`src/rtl/alu_pkg.sv`:
```
// Shared definitions for the EX-stage execute unit: opcodes, FSM states and
// opcode classification helpers.
package alu_pkg;

    localparam logic [4:0] OP_ADD    = 5'b0_0000;
    localparam logic [4:0] OP_SUB    = 5'b0_0001;
    localparam logic [4:0] OP_AND    = 5'b0_0010;
    localparam logic [4:0] OP_OR     = 5'b0_0011;
    localparam logic [4:0] OP_XOR    = 5'b0_0100;
    localparam logic [4:0] OP_SLL    = 5'b0_0101;
    localparam logic [4:0] OP_SRL    = 5'b0_0110;
    localparam logic [4:0] OP_SRA    = 5'b0_0111;
    localparam logic [4:0] OP_SLT    = 5'b0_1000;
    localparam logic [4:0] OP_SLTU   = 5'b0_1001;
    localparam logic [4:0] OP_MUL    = 5'b1_0000;
    localparam logic [4:0] OP_MULH   = 5'b1_0001;
    localparam logic [4:0] OP_MULHSU = 5'b1_0010;
    localparam logic [4:0] OP_MULHU  = 5'b1_0011;
    localparam logic [4:0] OP_DIV    = 5'b1_0100;
    localparam logic [4:0] OP_DIVU   = 5'b1_0101;
    localparam logic [4:0] OP_REM    = 5'b1_0110;
    localparam logic [4:0] OP_REMU   = 5'b1_0111;

    typedef enum logic [1:0] {
        ST_IDLE = 2'd0,
        ST_BUSY = 2'd1,
        ST_DONE = 2'd2
    } state_t;

    function automatic logic is_mdu_op(input logic [4:0] op);
        return op[4] && !op[3];
    endfunction

    function automatic logic is_div_op(input logic [4:0] op);
        return is_mdu_op(op) && op[2];
    endfunction

    // DIV and REM are the signed divide forms (op[0] clear).
    function automatic logic is_signed_div(input logic [4:0] op);
        return is_div_op(op) && !op[0];
    endfunction

endpackage

```
`src/rtl/mdu_iter.sv`:
```
// Iterative multiply/divide: shift-add multiplier and restoring divider, one bit
// per cycle, sharing one XLEN+1 bit adder; operates on magnitudes with sign fix-up.
module mdu_iter
    import alu_pkg::*;
#(
    parameter int XLEN = 32
) (
    input  logic            clk,
    input  logic            rst,
    input  logic            flush,
    input  logic            start,
    input  logic [2:0]      op,
    input  logic [XLEN-1:0] a,
    input  logic [XLEN-1:0] b,
    output logic            done,
    output logic [XLEN-1:0] result
);

    localparam int CW = $clog2(XLEN);

    logic            run;
    logic [CW-1:0]   step;
    logic [2:0]      op_q;
    logic            neg_q;
    logic [XLEN:0]   hi;
    logic [XLEN-1:0] lo;
    logic [XLEN-1:0] opnd;

    logic            a_sgn, b_sgn, a_neg, b_neg, start_neg, is_mul;
    logic [XLEN-1:0] a_mag, b_mag;
    logic [XLEN:0]   add_x, add_y, sum;
    logic [2*XLEN-1:0] prod, prod_s;
    logic [XLEN-1:0] quo_s, rem_s;

    assign a_sgn = (op == 3'b001) || (op == 3'b010) || (op == 3'b100) || (op == 3'b110);
    assign b_sgn = (op == 3'b001) || (op == 3'b100) || (op == 3'b110);
    assign a_neg = a_sgn && a[XLEN-1];
    assign b_neg = b_sgn && b[XLEN-1];
    assign a_mag = a_neg ? -a : a;
    assign b_mag = b_neg ? -b : b;
    // Remainder follows the dividend; everything else follows the sign product.
    assign start_neg = (op == 3'b110) ? a_neg : (a_neg ^ b_neg);

    assign is_mul = !op_q[2];
    assign add_x  = is_mul ? hi : {hi[XLEN-1:0], lo[XLEN-1]};
    assign add_y  = is_mul ? (lo[0] ? {1'b0, opnd} : '0) : ~{1'b0, opnd};
    assign sum    = add_x + add_y + {{XLEN{1'b0}}, !is_mul};

    always_ff @(posedge clk) begin
        if (rst) begin
            run   <= 1'b0;
            step  <= '0;
            op_q  <= '0;
            neg_q <= 1'b0;
            hi    <= '0;
            lo    <= '0;
            opnd  <= '0;
        end else if (flush) begin
            run <= 1'b0;
        end else if (start) begin
            run   <= 1'b1;
            step  <= CW'(XLEN - 1);
            op_q  <= op;
            neg_q <= start_neg;
            hi    <= '0;
            lo    <= a_mag;
            opnd  <= b_mag;
        end else if (run) begin
            if (is_mul) begin
                hi <= {1'b0, sum[XLEN:1]};
                lo <= {sum[0], lo[XLEN-1:1]};
            end else if (sum[XLEN]) begin
                hi <= add_x;
                lo <= {lo[XLEN-2:0], 1'b0};
            end else begin
                hi <= sum;
                lo <= {lo[XLEN-2:0], 1'b1};
            end
            step <= step - 1'b1;
            if (step == '0) run <= 1'b0;
        end
    end

    assign done   = run && (step == '0);
    assign prod   = {hi[XLEN-1:0], lo};
    assign prod_s = neg_q ? -prod : prod;
    assign quo_s  = neg_q ? -lo : lo;
    assign rem_s  = neg_q ? -hi[XLEN-1:0] : hi[XLEN-1:0];

    always_comb begin
        result = rem_s;
        case (op_q)
            3'b000:                 result = prod_s[XLEN-1:0];
            3'b001, 3'b010, 3'b011: result = prod_s[2*XLEN-1:XLEN];
            3'b100, 3'b101:         result = quo_s;
            default:                result = rem_s;
        endcase
    end

endmodule

```
`src/rtl/alu_mdu_seq.sv`:
```
// Registered EX-stage execute unit: 1-cycle base ALU plus iterative RV32M ops.
// state | meaning:  IDLE | empty, ready  ;  BUSY | mdu iterating  ;  DONE | result held until out_ready
module alu_mdu_seq
    import alu_pkg::*;
#(
    parameter int XLEN  = 32,
    parameter int TAG_W = 5,
    parameter int M_EXT = 1
) (
    input  logic             clk,
    input  logic             rst,
    input  logic             flush,
    input  logic             in_valid,
    output logic             in_ready,
    input  logic [4:0]       in_op,
    input  logic [XLEN-1:0]  in_a,
    input  logic [XLEN-1:0]  in_b,
    input  logic [TAG_W-1:0] in_tag,
    output logic             out_valid,
    input  logic             out_ready,
    output logic [XLEN-1:0]  out_result,
    output logic             out_zero,
    output logic [TAG_W-1:0] out_tag,
    output logic             busy
);

    localparam int SHW = $clog2(XLEN);
    localparam logic [XLEN-1:0] MIN_VAL = {1'b1, {(XLEN-1){1'b0}}};

    state_t           state, state_n;
    logic [SHW-1:0]   cnt, cnt_n;
    logic [XLEN-1:0]  res_q, quick, mdu_res;
    logic             from_mdu_q, mdu_done;
    logic [TAG_W-1:0] tag_q, tag_out_q;
    logic             accept, iter_op, div_zero, div_ovf;
    logic [SHW-1:0]   sh;

    assign div_zero = (in_b == '0);
    assign div_ovf  = (in_a == MIN_VAL) && (in_b == '1);
    assign iter_op  = (M_EXT != 0) && is_mdu_op(in_op) &&
                      !(is_div_op(in_op) && (div_zero || (is_signed_div(in_op) && div_ovf)));
    assign sh       = in_b[SHW-1:0];

    always_comb begin
        quick = '0;
        case (in_op)
            OP_ADD:  quick = in_a + in_b;
            OP_SUB:  quick = in_a - in_b;
            OP_AND:  quick = in_a & in_b;
            OP_OR:   quick = in_a | in_b;
            OP_XOR:  quick = in_a ^ in_b;
            OP_SLL:  quick = in_a << sh;
            OP_SRL:  quick = in_a >> sh;
            OP_SRA:  quick = $signed(in_a) >>> sh;
            OP_SLT:  quick = {{(XLEN-1){1'b0}}, $signed(in_a) < $signed(in_b)};
            OP_SLTU: quick = {{(XLEN-1){1'b0}}, in_a < in_b};
            OP_DIV, OP_DIVU: begin
                if (div_zero)                        quick = '1;
                else if (in_op == OP_DIV && div_ovf) quick = in_a;
            end
            OP_REM, OP_REMU: begin
                if (div_zero) quick = in_a;
            end
            default: quick = '0;
        endcase
        if (M_EXT == 0 && is_mdu_op(in_op)) quick = '0;
    end

    assign in_ready = (state == ST_IDLE) || (state == ST_DONE && out_ready);
    assign accept   = in_valid && in_ready && !flush;

    always_comb begin
        state_n = state;
        cnt_n   = cnt;
        case (state)
            ST_IDLE: begin
                if (accept) state_n = iter_op ? ST_BUSY : ST_DONE;
            end
            ST_BUSY: begin
                if (cnt != '0)    cnt_n   = cnt - 1'b1;
                else if (mdu_done) state_n = ST_DONE;
            end
            ST_DONE: begin
                if (accept)         state_n = iter_op ? ST_BUSY : ST_DONE;
                else if (out_ready) state_n = ST_IDLE;
            end
            default: state_n = ST_IDLE;
        endcase
        if (accept && iter_op) cnt_n = SHW'(XLEN - 1);
        if (flush) state_n = ST_IDLE;
    end

    always_ff @(posedge clk) begin
        if (rst) begin
            state      <= ST_IDLE;
            cnt        <= '0;
            res_q      <= '0;
            from_mdu_q <= 1'b0;
            tag_q      <= '0;
            tag_out_q  <= '0;
        end else begin
            state <= state_n;
            cnt   <= cnt_n;
            if (accept) begin
                if (iter_op) begin
                    // Freeze the visible result so the running mdu never shows through.
                    tag_q      <= in_tag;
                    res_q      <= out_result;
                    from_mdu_q <= 1'b0;
                end else begin
                    res_q      <= quick;
                    from_mdu_q <= 1'b0;
                    tag_out_q  <= in_tag;
                end
            end else if (state == ST_BUSY && state_n == ST_DONE) begin
                from_mdu_q <= 1'b1;
                tag_out_q  <= tag_q;
            end
        end
    end

    generate
        if (M_EXT != 0) begin : g_mdu
            mdu_iter #(.XLEN(XLEN)) u_mdu (
                .clk    (clk),
                .rst    (rst),
                .flush  (flush),
                .start  (accept && iter_op),
                .op     (in_op[2:0]),
                .a      (in_a),
                .b      (in_b),
                .done   (mdu_done),
                .result (mdu_res)
            );
        end else begin : g_no_mdu
            assign mdu_done = 1'b0;
            assign mdu_res  = '0;
        end
    endgenerate

    assign out_result = from_mdu_q ? mdu_res : res_q;
    assign out_zero   = (out_result == '0);
    assign out_tag    = tag_out_q;
    assign out_valid  = (state == ST_DONE);
    assign busy       = (state == ST_BUSY);

endmodule
```
`config.mk`:
```
export PLATFORM = sky130hd
export DESIGN_NAME = alu_mdu_seq
export DESIGN_NICKNAME = d
export VERILOG_FILES = /design/src/rtl/alu_pkg.sv /design/src/rtl/mdu_iter.sv /design/src/rtl/alu_mdu_seq.sv
export SDC_FILE = /design/constraint.sdc
export NUM_CORES = 1
export LEC_CHECK = 0
export CORE_ASPECT_RATIO = 1.75
export CORE_MARGIN = 10
export CORE_UTILIZATION = 35
export CTS_CLUSTER_DIAMETER = 100
export DETAILED_ROUTE_END_ITERATION = 7
export PLACE_DENSITY = 0.55
export SYNTH_ARGS = -nofsm -noshare
export SYNTH_HDL_FRONTEND = slang
export SYNTH_SLANG_ARGS = --single-unit
```
`constraint.sdc`:
```
create_clock -name clk -period 11.53 [get_ports clk]
set_input_delay 2.306 -clock clk [delete_from_list [all_inputs] [get_ports clk]]
set_output_delay 2.306 -clock clk [all_outputs]
set_load 0.01 [all_outputs]
```
; ---- After elaboration in Yosys (flattened, before gate mapping)
; Cells that the tools add are included.
; W data, S select, Z words.
[word_totals]
register_bits = 157
in_bits = 79
output_inout_bits = 41
[op_classes]
add_sub_neg = 11
magnitude_cmp = 2
n_eq_ne = 28
shifts = 3
mux = 43
bitwise = 6
reduce_logical = 49
[ops]
columns = operator, n
row1 = $mux W32, 13
row2 = $pmux W32 S12, 1
row3 = $mux W33, 6
row4 = $neg A32 Y32, 4
row5 = $pmux W32 S3, 1
row6 = $eq A32 B32 Y1 const B, 2
row7 = $logic_not A32 Y1, 2
row8 = $lt A32 B32 Y1, 2
row9 = $mux W64, 1
row10 = $neg A64 Y64, 1
row11 = $mux W5, 8
row12 = $add A33 B1 Y33, 1
row13 = $add A33 B33 Y33, 1
row14 = $not A32 Y33, 1
row15 = $add A32 B32 Y32, 1
row16 = $and A32 B32 Y32, 1
row17 = $or A32 B32 Y32, 1
row18 = $shl A32 B5 Y32, 1
row19 = $shr A32 B5 Y32, 1
row20 = $sshr A32 B5 Y32, 1
row21 = $sub A32 B32 Y32, 1
row22 = $xor A32 B32 Y32, 1
row23 = $eq A5 B3 Y1 const B, 4
row24 = $eq A5 B5 Y1 const B, 4
row25 = 26 further kinds, 82

; ---- Depth between registers and ports, before layout
[logic_depth]
ltp_word = 17
depth_mapped = 21
ltp_nobuf = 16

; ---- Modules after synthesis
; A second synthesis with hierarchy kept.
[hier_totals]
hier_cells = 3237
area_unflattened_um2 = 23129.7
[modules_own_cells]
columns = module, n_inst, cells_per_inst, area_each_um2, seq_area_each_um2
row1 = alu_mdu_seq, 1, 1694, 12200.5, 1001.0
row2 = mdu_iter, 1, 1543, 10929.2, 2142.1

; ---- Worst setup path before layout
; OpenSTA, ideal clock, no wires.
[synth_timing]
path_kind = input-to-reg
from = input port in_b[0]
to = register res_q[4]
t_arrival_ps = 6116
path_slack_ps = 5344
cell_stages = 16
cell_sequence = buf_2 > buf_2 > clkbuf_1 > clkbuf_1 > inv_1 > ha_1 > or4b_1 > or4_1 > nor4_1 > and3_1 > clkbuf_1 > buf_2 > a21oi_1 > o21ai_1 > a22oi_1 > a21oi_1
[synth_between]
elab_chain_len = 8
[synth_rtl]
columns = element, line
row1 = start: declaration, alu_mdu_seq.sv:17  ; input logic [XLEN-1:0] in_b,
row2 = "parallel branches: the longest is 7 deep, another holds $sub A32 B32 Y32", -
row3 = $mux W32 *, alu_mdu_seq.sv:105  ; if (iter_op) begin
row4 = end signal: assignment, alu_mdu_seq.sv:108  ; res_q <= out_result;
row5 = end signal: assignment, alu_mdu_seq.sv:111  ; res_q <= quick;
row6 = end: declaration, alu_mdu_seq.sv:32  ; logic [XLEN-1:0] res_q, quick, mdu_res;
; Every way passes the cells marked *.
; A chain may end at the register's enable or synchronous reset.

; ---- Worst setup path after layout
[layout_timing]
from = input port in_a[1]
to = register res_q[30]
[layout_between]
elab_chain_len = 8
[layout_rtl]
columns = element, line
row1 = start: declaration, alu_mdu_seq.sv:16  ; input logic [XLEN-1:0] in_a,
row2 = "parallel branches: the longest is 7 deep, another holds $sub A32 B32 Y32", -
row3 = $mux W32 *, alu_mdu_seq.sv:105
; Marks and branches as above.

==> impl_metrics.ini <==
[route]
drc = 0
ant_nets = 0
vias = 26790
totalWireLength_microns = 123200
first_pass_iters = 6
first_iter_violations = 2589
wire_per_inst_microns = 29.82
via_per_inst = 6.483

[setup_path]
cp_cell_sequence = clkdlybuf4s50_1, inv_1, ha_1, nor3b_1, nand4b_1, or4_1, o211a_1, nor2_1, and3_1, nand2_1, a21oi_1, a211o_1
cpLargestDelayFamily = simple AND/OR/NAND/NOR gates
cpMaxStageDelayCell = nand2_1
critPathBufInv = 2
critPathCaptureType = flop
cpPeakStageDelay_ns = 0.75
critical_path_arrival_ns = 8.19
path_max_fanout = 14
cp.required_ns = 12.00
cp-start-kind = input pin
worstSetupPathType = input pin to flop

[clock_network]
cts-resized-gates = 0
tritoncts = yes
htree_levels = 4
clock-sinks = 157
postCtsHoldBufs = 0
clk_path_buf_depth = 3
path_clk_slew_ns = 0.07
insertion_delay_ns = 0.53
post_cts_buffers = 0
clockRootBuffer = clkbuf_16
cts_made_buffers = 25

[finish]
final_common_cell = nor2_1
regArea_sq_um = 3149
fillCellCount = 7175
drive_above_1_share_pct = 8.622
nNetsFinal = 3458
syn_to_final_growth_pct = 10.67
multiInputGateArea_sq_um = 18530
layout_common_cells = nor2_1 (370), nand2_1 (306), a21oi_1 (269)
fin_area_sq_um = 25830

[timing]
finalHoldViolCount = 0
grt_setup_unrepaired = no
fmax_ghz = 0.1295
skew_ns = 0.02862
setup_viol = 0
period_share_pct = 66.96
setup_tns_ns = 0
fin_crit_ns = 7.720
slew-limit-headroom_pct = 22.27
tightest_slew_ns = 1.137
slew_violations = 0

[power_and_ir_drop]
leakagePower_nw = 9.702
intPower_mw = 1.231
vdd_drop_max_uv = 80.52
power.density_nw_per_um2 = 76.94
power_switching_mw = 0.7557
power_frac_clock_pct = 35.6
swShare_pct = 38.03
p_total_mw = 1.987
combPwrFrac_pct = 36.1
p_seq_share_pct = 28.2

[floorplanning]
die_w_microns = 215.2
boundaryPins = 120
initial_core_util_pct = 35.19
rows = 125
die-area_sq_um = 77810
coreArea_sq_um = 66310
floorplan.die.height_microns = 361.6

[synthesis]
netlist_instances = 3310
synth-seq-cells = 157
syn-num-nets = 3538
synth_ff_type = dfxtp_1
synth_area_per_cell_sq_um = 7.051
synth_area_sq_um = 23340
synth_edf_count = 0
synth.distinct_cells = 93
async_flop_share_pct = 0
seq_area_frac_synth_pct = 13.47
synth_warnings = 0

[place]
numPortBuffers = 119
placed_area_sq_um = 25070
hpwl_microns = 95640
gp_congestion = 1.087

[global_routing]
grt_overflow = 0
grt_util_all_layers_pct = 30.33
grt_pass1_wl_microns = 178600
antenna_found_initial = 6
grt_max_degree = 86
first_global_vias = 26240

[hold_path]
hold_class = flop to flop

[outcome]
status = completed

[run]
cap_violations = 0
kinds of logic (layout without fill, tap and decap cells):
family	after synthesis	count (layout)	synth area share (%)
and+or+nand+nor	1129	1129	22.64
AOI/OAI and AO/OA	1080	1080	30.63
buffers and inverters	439	365	7.318
muxes	190	190	11.60
xor gates and xnor gates	166	166	6.230
DFF	157	157	13.47
adders and majority gates	149	149	8.117
other	0	7	0
layer usage:
layer	up-vias	global-route usage, %	part of all wire (%)
met5	-	0	0.011
met4	2	25.99	9.6
met3	484	4.292	6.2
met2	1452	53.34	49
met1	12750	31.33	35
li1	12100	-	-
layout make-up:
type	instances	share of cell area (%)
Sequential cell	157	12.19
Antenna cell	7	0.06782
Multi-Input combinational cell	2714	71.76
Timing Repair Buffer	201	6.908
Clock inverter	3	0.1647
Tap cell	889	4.307
Inverter	131	1.904
Clock buffer	30	2.694
Yosys cell counts (33+ instances only):
cell | n | area (sq um)
nor2_1 | 375 | 1408
nand2_1 | 307 | 1152
a21oi_1 | 269 | 1346
clkbuf_1 | 257 | 964.7
o21ai_0 | 242 | 1211
dfxtp_1 | 157 | 3143
ha_1 | 145 | 1814
inv_1 | 130 | 488.0
xnor2_1 | 125 | 1095
mux2i_1 | 96 | 960.9
nor3_1 | 94 | 470.5
a211oi_1 | 83 | 623.1
nand3_1 | 72 | 360.4
mux4_2 | 61 | 1374
a22oi_1 | 55 | 412.9
o211ai_1 | 48 | 360.4
nand4_1 | 46 | 287.8
nor4_1 | 45 | 281.5
xor2_1 | 41 | 359.1
a221oi_1 | 39 | 341.6
or3_1 | 37 | 231.5
a31oi_1 | 36 | 225.2
buf_1 | 35 | 131.4
mux2_2 | 33 | 371.6
state kept, by name (all words and copies together), names as in the netlist:
| name | count |
|---|---|
| g_mdu.u_mdu.hi | 33 |
| g_mdu.u_mdu.lo | 32 |
| g_mdu.u_mdu.opnd | 32 |
| res_q | 32 |
| cnt | 5 |
| g_mdu.u_mdu.step | 5 |
| out_tag | 5 |
| tag_q | 5 |
| g_mdu.u_mdu.op_q | 3 |
| state | 2 |
| from_mdu_q | 1 |
| g_mdu.u_mdu.neg_q | 1 |
| g_mdu.u_mdu.run | 1 |
worst reg2reg max path, stage by stage, from the launching register on:
cell and delay (ns):
dfxtp_1 0.67, inv_1 0.18, nor2_2 0.13, buf_4 0.38
nand2_1 0.10, o21ai_0 0.14, ha_1 0.32, and4_1 0.25
or3b_2 0.46, a31oi_1 0.89, a221o_1 0.39, o221ai_1 0.23
xnor2_2 0.19, buf_4 0.50, nor2b_1 0.49, or3b_1 0.39
nand3_1 0.10
power by group through the flow:
stage | registers, mW | logic (mW) | clock network (mW)
after global placement | 0.573 | 0.693 | 0
after detailed placement | 0.573 | 0.690 | 0
final | 0.561 | 0.718 | 0.708
after CTS | 0.561 | 0.692 | 0.717
after global routing | 0.562 | 0.750 | 0.737
after floorplan | 0.569 | 0.426 | 0
per-stage QoR:
step	utilization, %	setup slack [ns]	cells	hold slack, ns
6_report	38.95	3.810	4132	0.4490
5_1_grt	38.94	3.715	4129	0.4760
4_1_cts	38.92	3.900	4125	0.4543
3_5_place_dp	37.81	3.800	4092	0.4461
3_3_place_gp	37.81	3.760	4092	0.4347
2_1_floorplan	-	5.344	3310	0.4283
final timing paths:
check                          start                 end  slack (ns)  cells after the start
setup / recovery             in_a[1]           res_q[30]        3.81                     12
hold / removal    g_mdu.u_mdu.hi[32]  g_mdu.u_mdu.hi[32]        0.45                      2
setup reg to reg   g_mdu.u_mdu.lo[0]  g_mdu.u_mdu.hi[27]        5.66                     16
hold reg to reg   g_mdu.u_mdu.hi[32]  g_mdu.u_mdu.hi[32]        0.45                      2
Note: power is estimated with default switching activity, not from simulation.
